File: config.mk
export PLATFORM = sky130hd
export DESIGN_NAME = lift_window_seq
export DESIGN_NICKNAME = d
export VERILOG_FILES = /design/src/rtl/lift_pkg.sv /design/src/rtl/lift_line_buf.sv /design/src/rtl/lift_window_seq.sv
export SDC_FILE = /design/constraint.sdc
export NUM_CORES = 1
export LEC_CHECK = 0
export CORE_MARGIN = 5
export CORE_UTILIZATION = 55
export CTS_CLUSTER_SIZE = 30
export DETAILED_ROUTE_END_ITERATION = 10
export PLACE_DENSITY = 0.77
export SLEW_MARGIN = 10
export SYNTH_ARGS = -nofsm -noshare
export SYNTH_HDL_FRONTEND = slang
export SYNTH_HIERARCHICAL = 1
export SYNTH_SLANG_ARGS = --single-unit
File: constraint.sdc
create_clock -name clk_i -period 2.9 [get_ports clk_i]
set_clock_uncertainty 0.05 [all_clocks]
set_input_delay 0.29 -clock clk_i [delete_from_list [all_inputs] [get_ports clk_i]]
set_output_delay 0.29 -clock clk_i [all_outputs]
set_load 0.01 [all_outputs]
File: src/rtl/lift_pkg.sv
// Shared types and constants for the 5/3 lifting sequencer.
// Sample/result widths, flag layout, flag codes and FSM states.
package lift_pkg;

  localparam int SW = 9;
  localparam int RW = 10;

  localparam int F_VALID = 2;
  localparam int F_FWD   = 1;
  localparam int F_PRED  = 0;

  localparam logic [2:0] FL_FWD_PRED =
    3'((1 << F_VALID) | (1 << F_FWD) | (1 << F_PRED));
  localparam logic [2:0] FL_FWD_UPD =
    3'((1 << F_VALID) | (1 << F_FWD));
  localparam logic [2:0] FL_INV_PRED =
    3'((1 << F_VALID) | (1 << F_PRED));
  localparam logic [2:0] FL_INV_UPD =
    3'(1 << F_VALID);

  typedef enum logic [2:0] {
    S_IDLE,
    S_P1_ISSUE,
    S_P1_WAIT,
    S_P2_ISSUE,
    S_P2_WAIT,
    S_DONE
  } state_t;

  function automatic logic [2:0] mk_flags(
    input logic fwd,
    input logic pred
  );
    logic [2:0] f;
    unique case ({fwd, pred})
      2'b11:   f = FL_FWD_PRED;
      2'b10:   f = FL_FWD_UPD;
      2'b01:   f = FL_INV_PRED;
      default: f = FL_INV_UPD;
    endcase
    return f;
  endfunction

endpackage

File: src/rtl/lift_line_buf.sv
// One-line sample store: one write port, three async reads
// for the operand triplet, one registered read for readback.
module lift_line_buf
  import lift_pkg::*;
#(
  parameter int W  = 16,
  parameter int AW = 4
) (
  input  logic          clk,
  input  logic          rst_n,
  input  logic          we,
  input  logic [AW-1:0] waddr,
  input  logic [SW-1:0] wdata,
  input  logic [AW-1:0] ra_l,
  input  logic [AW-1:0] ra_s,
  input  logic [AW-1:0] ra_r,
  output logic [SW-1:0] rd_l,
  output logic [SW-1:0] rd_s,
  output logic [SW-1:0] rd_r,
  input  logic [AW-1:0] rd_addr,
  output logic [SW-1:0] rd_data
);

  logic [SW-1:0] mem [W];

  // sample storage, deliberately not reset
  always_ff @(posedge clk) begin
    if (we) mem[waddr] <= wdata;
  end

  assign rd_l = mem[ra_l];
  assign rd_s = mem[ra_s];
  assign rd_r = mem[ra_r];

  // registered coefficient readback
  always_ff @(posedge clk or negedge rst_n) begin
    if (!rst_n) rd_data <= '0;
    else        rd_data <= mem[rd_addr];
  end

endmodule

File: src/rtl/lift_window_seq.sv
// Line sequencer feeding lift_step with mirrored triplets.
// Optional watchdog abort: define LIFT_SEQ_TIMEOUT_EN.
module lift_window_seq
  import lift_pkg::*;
#(
  parameter int W   = 16,
  parameter int AW  = 4,
  parameter int TMO = 64
) (
  input  logic          clk_i,
  input  logic          rst_n_i,
  input  logic          load_i,
  input  logic [SW-1:0] pix_i,
  input  logic          start_i,
  input  logic          fwd_i,
  output logic          busy_o,
  output logic          done_o,
  output logic          err_o,
  output logic [2:0]    flags_o,
  output logic          update_o,
  output logic [SW-1:0] left_o,
  output logic [SW-1:0] sam_o,
  output logic [SW-1:0] right_o,
  input  logic [RW-1:0] res_i,
  input  logic          res_vld_i,
  input  logic [AW-1:0] rd_addr_i,
  output logic [SW-1:0] rd_data_o
);

  localparam logic [AW-1:0] ONE  = AW'(1);
  localparam logic [AW-1:0] TWO  = AW'(2);
  localparam logic [AW-1:0] LAST = AW'(W - 1);
  localparam logic [AW-1:0] PEN  = AW'(W - 2);

  state_t        state;
  logic          fwd;
  logic [AW-1:0] idx;
  logic [AW-1:0] ptr;
  logic [AW-1:0] ra_l;
  logic [AW-1:0] ra_r;
  logic [SW-1:0] rd_l;
  logic [SW-1:0] rd_s;
  logic [SW-1:0] rd_r;
  logic          in_wait;
  logic          pred;
  logic          we;
  logic [AW-1:0] waddr;
  logic [SW-1:0] wdata;
  logic          unused_res;

  // result is wrapped to the sample width on write-back
  assign unused_res = res_i[RW-1];

  assign in_wait = (state == S_P1_WAIT) ||
                   (state == S_P2_WAIT);
  // phase 1 predicts when forward, phase 2 the opposite
  assign pred = (state == S_P1_ISSUE) ? fwd : ~fwd;

  assign we = (in_wait && res_vld_i) ||
              (state == S_IDLE && load_i && !start_i);
  assign waddr = in_wait ? idx : ptr;
  assign wdata = in_wait ? res_i[SW-1:0] : pix_i;

  // symmetric extension at both line ends
  always_comb begin
    ra_l = idx - ONE;
    ra_r = idx + ONE;
    if (idx == '0)   ra_l = ONE;
    if (idx == LAST) ra_r = PEN;
  end

  lift_line_buf #(
    .W  (W),
    .AW (AW)
  ) u_buf (
    .clk     (clk_i),
    .rst_n   (rst_n_i),
    .we      (we),
    .waddr   (waddr),
    .wdata   (wdata),
    .ra_l    (ra_l),
    .ra_s    (idx),
    .ra_r    (ra_r),
    .rd_l    (rd_l),
    .rd_s    (rd_s),
    .rd_r    (rd_r),
    .rd_addr (rd_addr_i),
    .rd_data (rd_data_o)
  );

`ifdef LIFT_SEQ_TIMEOUT_EN
  localparam int CW = $clog2(TMO + 1);
  localparam logic [CW-1:0] TMO_LAST = CW'(TMO - 1);
  logic [CW-1:0] tmo_cnt;
  logic          err;
  assign err_o = err;
`else
  localparam int unused_tmo = TMO;
  assign err_o = 1'b0;
`endif

  // sequencing FSM with registered outputs
  always_ff @(posedge clk_i or negedge rst_n_i) begin
    if (!rst_n_i) begin
      state    <= S_IDLE;
      fwd      <= 1'b0;
      idx      <= '0;
      ptr      <= '0;
      busy_o   <= 1'b0;
      done_o   <= 1'b0;
      update_o <= 1'b0;
      flags_o  <= '0;
      left_o   <= '0;
      sam_o    <= '0;
      right_o  <= '0;
`ifdef LIFT_SEQ_TIMEOUT_EN
      tmo_cnt  <= '0;
      err      <= 1'b0;
`endif
    end else begin
      update_o <= 1'b0;
      done_o   <= 1'b0;
      unique case (state)
        S_IDLE: begin
          if (start_i) begin
            fwd    <= fwd_i;
            idx    <= fwd_i ? ONE : '0;
            ptr    <= '0;
            busy_o <= 1'b1;
            state  <= S_P1_ISSUE;
`ifdef LIFT_SEQ_TIMEOUT_EN
            err    <= 1'b0;
`endif
          end else if (load_i) begin
            ptr <= (ptr == LAST) ? '0 : ptr + ONE;
          end
        end
        S_P1_ISSUE, S_P2_ISSUE: begin
          left_o   <= rd_l;
          sam_o    <= rd_s;
          right_o  <= rd_r;
          flags_o  <= mk_flags(fwd, pred);
          update_o <= 1'b1;
          state    <= (state == S_P1_ISSUE) ?
                      S_P1_WAIT : S_P2_WAIT;
`ifdef LIFT_SEQ_TIMEOUT_EN
          tmo_cnt  <= '0;
`endif
        end
        S_P1_WAIT, S_P2_WAIT: begin
          if (res_vld_i) begin
            if (idx >= PEN) begin
              if (state == S_P1_WAIT) begin
                idx   <= fwd ? '0 : ONE;
                state <= S_P2_ISSUE;
              end else begin
                done_o  <= 1'b1;
                busy_o  <= 1'b0;
                flags_o <= '0;
                state   <= S_DONE;
              end
            end else begin
              idx   <= idx + TWO;
              state <= (state == S_P1_WAIT) ?
                       S_P1_ISSUE : S_P2_ISSUE;
            end
          end
`ifdef LIFT_SEQ_TIMEOUT_EN
          else if (tmo_cnt == TMO_LAST) begin
            err     <= 1'b1;
            busy_o  <= 1'b0;
            flags_o <= '0;
            state   <= S_IDLE;
          end else begin
            tmo_cnt <= tmo_cnt + CW'(1);
          end
`endif
        end
        S_DONE: state <= S_IDLE;
        default: state <= S_IDLE;
      endcase
    end
  end

endmodule

==> impl_metrics.py, run 1 <==
metrics = {
    "pwr": {
        "power.switching_mw": 5.57,
        "clkPwrFrac": 0.172,
        "worst_ir_drop_vdd_mv": 0.576,
        "sw_frac_of_total": 0.399,
        "p_int_mw": 8.40,
        "pwr-share-seq": 0.291,
        "total_power_mw": 14.0,
        "combPwrFrac": 0.537,
        "power_density_nw_per_um2": 1040,
        "p_leak_nw": 4.96,
    },
    "cts": {
        "h-tree-depth": 4,
        "cts.sinks": 198,
        "numCtsBuffers": 17,
        "cts_tree": "done",
        "clk_pin_slew_worst_paths_ns": 0.07,
        "clk_latency_ns": 0.44,
        "clk_path_buf_depth": 2,
        "cts_root_buffer": "clkbuf_16",
    },
    "die": {
        "die_area_um2": 24400,
        "core.rowCount": 53,
        "die_x_um": 156,
        "ios": 72,
        "core_um2": 21000,
        "chipHeight_um": 156,
        "initial_core_util": 0.559,
    },
    "timing": {
        "setup_ws_ns": 0.0880,
        "fin_setup_tns_ns": 0,
        "period_minus_slack_ns": 2.81,
        "worst_slew_pin_slew_ns": 1.04,
        "hold_viol": 0,
        "fmax_mhz": 356,
        "period_share": 0.970,
        "slew_violations": 0,
        "whs_ns": 0.316,
        "setup_viol": 0,
        "maxSlewHeadroom": 0.302,
    },
    "place": {
        "placed_cells": 1073,
        "placed_area_um2": 12700,
        "gp_congestion": 0.937,
        "dp_hpwl_um": 21600,
        "dpl_worst_slack_ns": 0.0713,
        "port_buffers": 69,
    },
    "grt": {
        "grt_pass1_vias": 8095,
        "grt_max_degree": 39,
        "grt_overflow": 0,
        "grt_usage": 0.273,
        "grt_pass1_wl_um": 49600,
        "antenna_found_initial": 0,
    },
    "finish": {
        "final_cell_mix": "edfxtp_1 (144), nand2_1 (129), mux4_1 (76), a22oi_1 (71), clkdlybuf4s50_1 (67)",
        "diodes": 0,
        "final_common_cell": "edfxtp_1",
        "fin_nets": 858,
        "fin_area_um2": 13400,
        "stdcell_count": 1108,
        "final_core_util": 0.637,
        "layout-drive-gt1-share": 0.210,
        "area_delta_synth_final_pct": 14.0,
    },
    "logic_synthesis": {
        "netlist_area_um2": 11700,
        "synthFlopType": "edfxtp_1",
        "avgSynthCellArea_um2": 15.8,
        "synth.ff_latch_count": 198,
        "synthArstFlopShare": 0.273,
        "synth_fp_nets": 782,
        "ys_types": 56,
        "synth_edf_count": 144,
        "ys_seq_area_frac": 0.483,
        "yosysWarnings": 6,
        "synthesis.instances": 744,
    },
    "critical_path": {
        "worstSetupPathType": "flip-flop to flip-flop",
        "r2r_setup_slack_ns": 0.09,
        "endpoint_kind": "flip-flop",
        "crit_fanout": 14,
        "arrival_ns": 3.09,
        "timing.rr.end": "left_o[5]",
        "worstPathRequired_ns": 3.18,
        "r2r_start": "idx[1]",
        "r2r_cells": 11,
        "start_kind": "flip-flop",
    },
    "route": {
        "highest_layer": "met4",
        "dr_wl_met2_um": 16000,
        "vias_per_cell": 7.38,
        "wl_um": 33100,
        "first_pass_iters": 8,
        "wl_per_cell_um": 29.9,
        "drt-met1-wl_um": 11100,
        "drt_iter0_drc": 1213,
        "drc_errors": 0,
        "wl_met3_um": 4330,
        "drt.antenna.violating_nets": 0,
        "vias": 8178,
    },
    "worst_hold_path": {
        "holdCritPathClass": "primary input to asynchronous set/reset pin",
    },
    "status": {
        "status": "finished clean",
    },
    "flow_run": {
        "maxCapViolations": 0,
    },
}
power groups by stage:
stage	registers, mW	clock network [mW]	logic, mW
floorplan	4.14	0	4.82
global placement	4.07	0	6.95
detailed placement	4.12	0	7.11
CTS	4.07	2.42	7.21
global route	4.12	2.53	7.84
finish	4.07	2.40	7.51
worst max-delay path, cell delays in order (launching register included):
cell       delay, ns
dfrtp_1         0.44
inv_2           0.13
ha_1            0.20
nand2_1         0.15
o21ai_4         0.21
buf_4           0.18
clkbuf_16       0.21
mux4_1          0.60
a22oi_1         0.25
nand2_1         0.15
nand2_1         0.09
nand2_1         0.05
what timing repair did:
item,4_1_cts,5_1_grt
gates resized for setup,0,6
setup endpoints to repair,0,19
setup buffers,0,1
endpoints found under the hold margin,22,0
hold buffers,1,0
kinds of logic (layout without fill, tap and decap cells):
logic type | count (synthesis) | in the layout | synth area share
xor gates and xnor gates | 2 | 2 | 0.00213
muxes | 162 | 162 | 0.318
other | 1 | 1 | 0.000319
AOI/OAI and AO/OA | 111 | 111 | 0.0689
adders and majority gates | 9 | 9 | 0.00959
DFF | 198 | 198 | 0.483
buffers and inverters | 66 | 155 | 0.0439
and+or+nand+nor | 195 | 195 | 0.0737
synthesized netlist by cell type, types with 5 or more instances:
| cell | number | area [um2] |
|---|---|---|
| edfxtp_1 | 144 | 4320 |
| nand2_1 | 129 | 484 |
| mux4_1 | 76 | 2000 |
| a22oi_1 | 72 | 541 |
| mux4_2 | 64 | 1440 |
| dfrtp_1 | 54 | 1350 |
| nor2_1 | 24 | 90.1 |
| buf_2 | 16 | 80.1 |
| buf_6 | 14 | 158 |
| mux2_2 | 11 | 124 |
| o21ai_0 | 11 | 55.1 |
| buf_4 | 10 | 75.1 |
| ha_1 | 9 | 113 |
| clkbuf_1 | 7 | 26.3 |
| inv_1 | 6 | 22.5 |
| nor3_1 | 6 | 30.0 |
| nor2b_1 | 5 | 31.3 |
state kept, by name (all words and copies together), names as in the netlist:
signal,flops
busy_o,1
sam_o,9
fwd,1
left_o,9
u_buf/mem,144
state,3
u_buf/rd_data,9
idx,4
right_o,9
ptr,4
flags_o,3
update_o,1
done_o,1
worst max-delay path by stage:
stage | startpoint | endpoint | slack, ns | depth (start not counted)
2_1_floorplan | state[2] | u_buf/mem[0][0] | 0.0004 | 6
3_3_place_gp | idx[1] | left_o[8] | 0.18 | 10
3_5_place_dp | idx[1] | left_o[8] | 0.07 | 10
4_1_cts | idx[1] | left_o[8] | 0.04 | 10
5_1_grt | idx[1] | left_o[2] | -0.006 | 11
6_report | idx[1] | left_o[5] | 0.09 | 11
layout make-up:
| cell class | instances | area [um2] |
|---|---|---|
| clock buffers | 20 | 457 |
| clock inverters | 12 | 141 |
| fillers | 1371 | 7630 |
| inverters | 7 | 26.3 |
| multi-input cells | 480 | 5600 |
| flip-flops and latches | 198 | 5680 |
| well taps | 275 | 344 |
| repair buffers | 116 | 1140 |
routing by layer:
metal / global-route usage / vias to the layer above
met2: 0.451 / 730
met5: 0 / -
li1: - / 3249
met3: 0.0594 / 151
met4: 0.126 / 0
met1: 0.351 / 4048
No activity file was read; power rests on OpenSTA's default activity.
==> run 2, diff against run 1 <==
--- a/config.mk
+++ b/config.mk
@@ -13,5 +13,4 @@
 export SLEW_MARGIN = 10
 export SYNTH_ARGS = -nofsm -noshare
 export SYNTH_HDL_FRONTEND = slang
-export SYNTH_HIERARCHICAL = 1
 export SYNTH_SLANG_ARGS = --single-unit
==> impl_metrics.py, run 2 <==
metrics = {
    "critical_path": {
        "worstSetupPathType": "flip-flop to flip-flop",
        "endpoint_kind": "flip-flop",
        "start_kind": "flip-flop",
        "worstPathRequired_ns": 3.18,
        "crit_fanout": 22,
        "arrival_ns": 3.12,
    },
    "grt": {
        "grt_overflow": 0,
        "grt_pass1_wl_um": 60700,
        "grt_max_degree": 90,
        "grt_pass1_vias": 9544,
        "grt_usage": 0.339,
        "antenna_found_initial": 0,
    },
    "route": {
        "drc_errors": 0,
        "wl_met3_um": 5710,
        "dr_wl_met2_um": 18100,
        "first_pass_iters": 5,
        "drt-met1-wl_um": 14700,
        "wl_per_cell_um": 30.1,
        "drt.antenna.violating_nets": 0,
        "vias_per_cell": 7.30,
        "drt_iter0_drc": 1941,
        "highest_layer": "met4",
        "wl_um": 40800,
        "vias": 9918,
    },
    "place": {
        "dp_hpwl_um": 27600,
        "port_buffers": 69,
        "gp_congestion": 0.988,
    },
    "logic_synthesis": {
        "avgSynthCellArea_um2": 12.2,
        "synthArstFlopShare": 0.273,
        "yosysMostFrequentCell": "edfxtp_1",
        "synth_fp_nets": 1005,
        "yosysWarnings": 0,
        "yosysTopAreaCell": "edfxtp_1",
        "synth_area_leaders": "edfxtp_1 (37%), mux4_2 (18%), dfrtp_1 (11%)",
        "synthesis.instances": 968,
        "synthFlopType": "edfxtp_1",
        "synthTopCellsByCount": "edfxtp_1 (144), nand2_1 (135), mux4_2 (95)",
        "synth.ff_latch_count": 198,
        "ys_seq_area_frac": 0.481,
        "ys_types": 72,
        "yosysTopAreaCellShare": 0.366,
        "netlist_area_um2": 11800,
        "synth_edf_count": 144,
    },
    "die": {
        "die_x_um": 156,
        "core_um2": 21100,
        "initial_core_util": 0.560,
        "ios": 72,
        "die_area_um2": 24500,
        "core.rowCount": 53,
        "chipHeight_um": 156,
    },
    "cts": {
        "cts_root_buffer": "clkbuf_16",
        "post_cts_buffers": 0,
        "numCtsBuffers": 17,
        "clk_pin_slew_worst_paths_ns": 0.08,
        "clk_latency_ns": 0.44,
        "cts_tree": "done",
        "clk_path_buf_depth": 2,
        "cts.sinks": 198,
        "h-tree-depth": 4,
    },
    "timing": {
        "hold_viol": 0,
        "period_share": 0.977,
        "worst_slew_pin_slew_ns": 0.709,
        "maxSlewHeadroom": 0.525,
        "fin_setup_tns_ns": 0,
        "setup_viol": 0,
        "rsz0062_at_grt": "no",
        "period_minus_slack_ns": 2.83,
        "fmax_mhz": 353,
        "slew_violations": 0,
    },
    "pwr": {
        "p_leak_nw": 4.94,
        "total_power_mw": 15.2,
        "power_density_nw_per_um2": 1090,
        "worst_ir_drop_vdd_mv": 0.662,
    },
    "finish": {
        "fin_nets": 1108,
        "area_delta_synth_final_pct": 17.8,
        "largest_register": "u_buf.mem",
        "largest_reg_flops": 144,
        "layout-drive-gt1-share": 0.244,
        "final_cell_mix": "edfxtp_1 (144), nand2_1 (135), mux4_2 (95), buf_4 (90), clkdlybuf4s50_1 (66)",
        "final_common_cell": "edfxtp_1",
        "diodes": 0,
    },
    "flow_run": {
        "maxCapViolations": 0,
    },
    "worst_hold_path": {
        "holdCritPathClass": "primary input to asynchronous set/reset pin",
    },
    "status": {
        "status": "finished clean",
    },
}
[run 2: changes by cell type after synthesis, moves of 12 or more]
cell / delta
a21oi_1: +48
a221oi_1: +13
a22oi_1: -52
buf_2: +22
buf_6: -12
clkbuf_1: +25
mux2i_1: +26
mux4_1: -76
mux4_2: +31
nand3_1: +24
nor2_1: +20
o21ai_0: +49
[run 2: final timing paths]
kind,from,end,slack (ns),cells past startpoint
max,idx[0],right_o[1],0.07,8
min,rst_n_i,ptr[1],0.34,3
max reg2reg,idx[0],right_o[1],0.07,8
min reg2reg,sam_o[0],sam_o[0],0.43,2
max in group asynchronous,rst_n_i,idx[0],2.17,3
min in group clk_i,sam_o[0],sam_o[0],0.43,2
[run 2: per-stage QoR]
stage / setup slack (ns) / hold WS (ns) / std cells / cell area (um2) / utilization
after CTS: 0.0929 / 0.360 / 1359 / 13900 / 0.659
after detailed placement: 0.161 / 0.285 / 1326 / 13300 / 0.629
after floorplan: 0.0467 / -0.0556 / 968 / 11800 / -
after global placement: 0.208 / 0.278 / 1326 / 13300 / 0.629
final: 0.0668 / 0.338 / 1359 / 13900 / 0.659
after global routing: 0.00841 / 0.380 / 1359 / 13900 / 0.659
[run 2: metal layers]
layer | vias up | global-route usage
met1 | 4778 | 0.462
met5 | - | 0
met3 | 173 | 0.0896
met4 | 0 | 0.170
li1 | 4056 | -
met2 | 911 | 0.506
[run 2: worst max-delay path, cell delays in order, from the launching register on]
cell	delay (ns)
dfrtp_4	0.46
ha_1	0.23
buf_4	0.26
nand3b_1	0.26
a21boi_4	0.23
buf_12	0.16
o31ai_1	0.51
a21oi_1	0.13
a2111o_1	0.39
[run 2: layout make-up]
class / count / area (um2)
Inverter: 13 / 48.8
Fill cell: 1575 / 7190
Sequential cell: 198 / 5680
Clock buffer: 17 / 425
Multi-Input combinational cell: 674 / 5700
Timing Repair Buffer: 167 / 1500
Clock inverter: 15 / 204
Tap cell: 275 / 344
[run 2: cells by family after synthesis]
family          count (synthesis)  synth area share
flops                         198             0.481
fa+ha+maj                       9           0.00933
mux                           139             0.220
buf+inv                        96            0.0377
simple gates                  261            0.0983
compound gates                262             0.152
other cells                     1          0.000318
xor+xnor                        2           0.00148
[run 2: where the power goes]
group	switching [mW]	leakage (nW)	total (mW)	internal [mW]
combinational	5.06	2.68	8.40	3.33
sequential	0.412	1.96	4.24	3.83
clock	1.19	0.307	2.52	1.33
[run 2: repair_timing]
action	CTS	global route
endpoints found under the setup margin	0	1
hold buffers	1	0
hold endpoints to repair	54	0
resized for setup	0	1
==> run 3, diff against run 2 <==
--- a/config.mk
+++ b/config.mk
@@ -13,4 +13,5 @@
 export SLEW_MARGIN = 10
 export SYNTH_ARGS = -nofsm -noshare
 export SYNTH_HDL_FRONTEND = slang
+export SYNTH_HIERARCHICAL = 1
 export SYNTH_SLANG_ARGS = --single-unit
==> results of run 3 <==
Same layout as run 1: the final DEF is identical, and so are final timing and power.
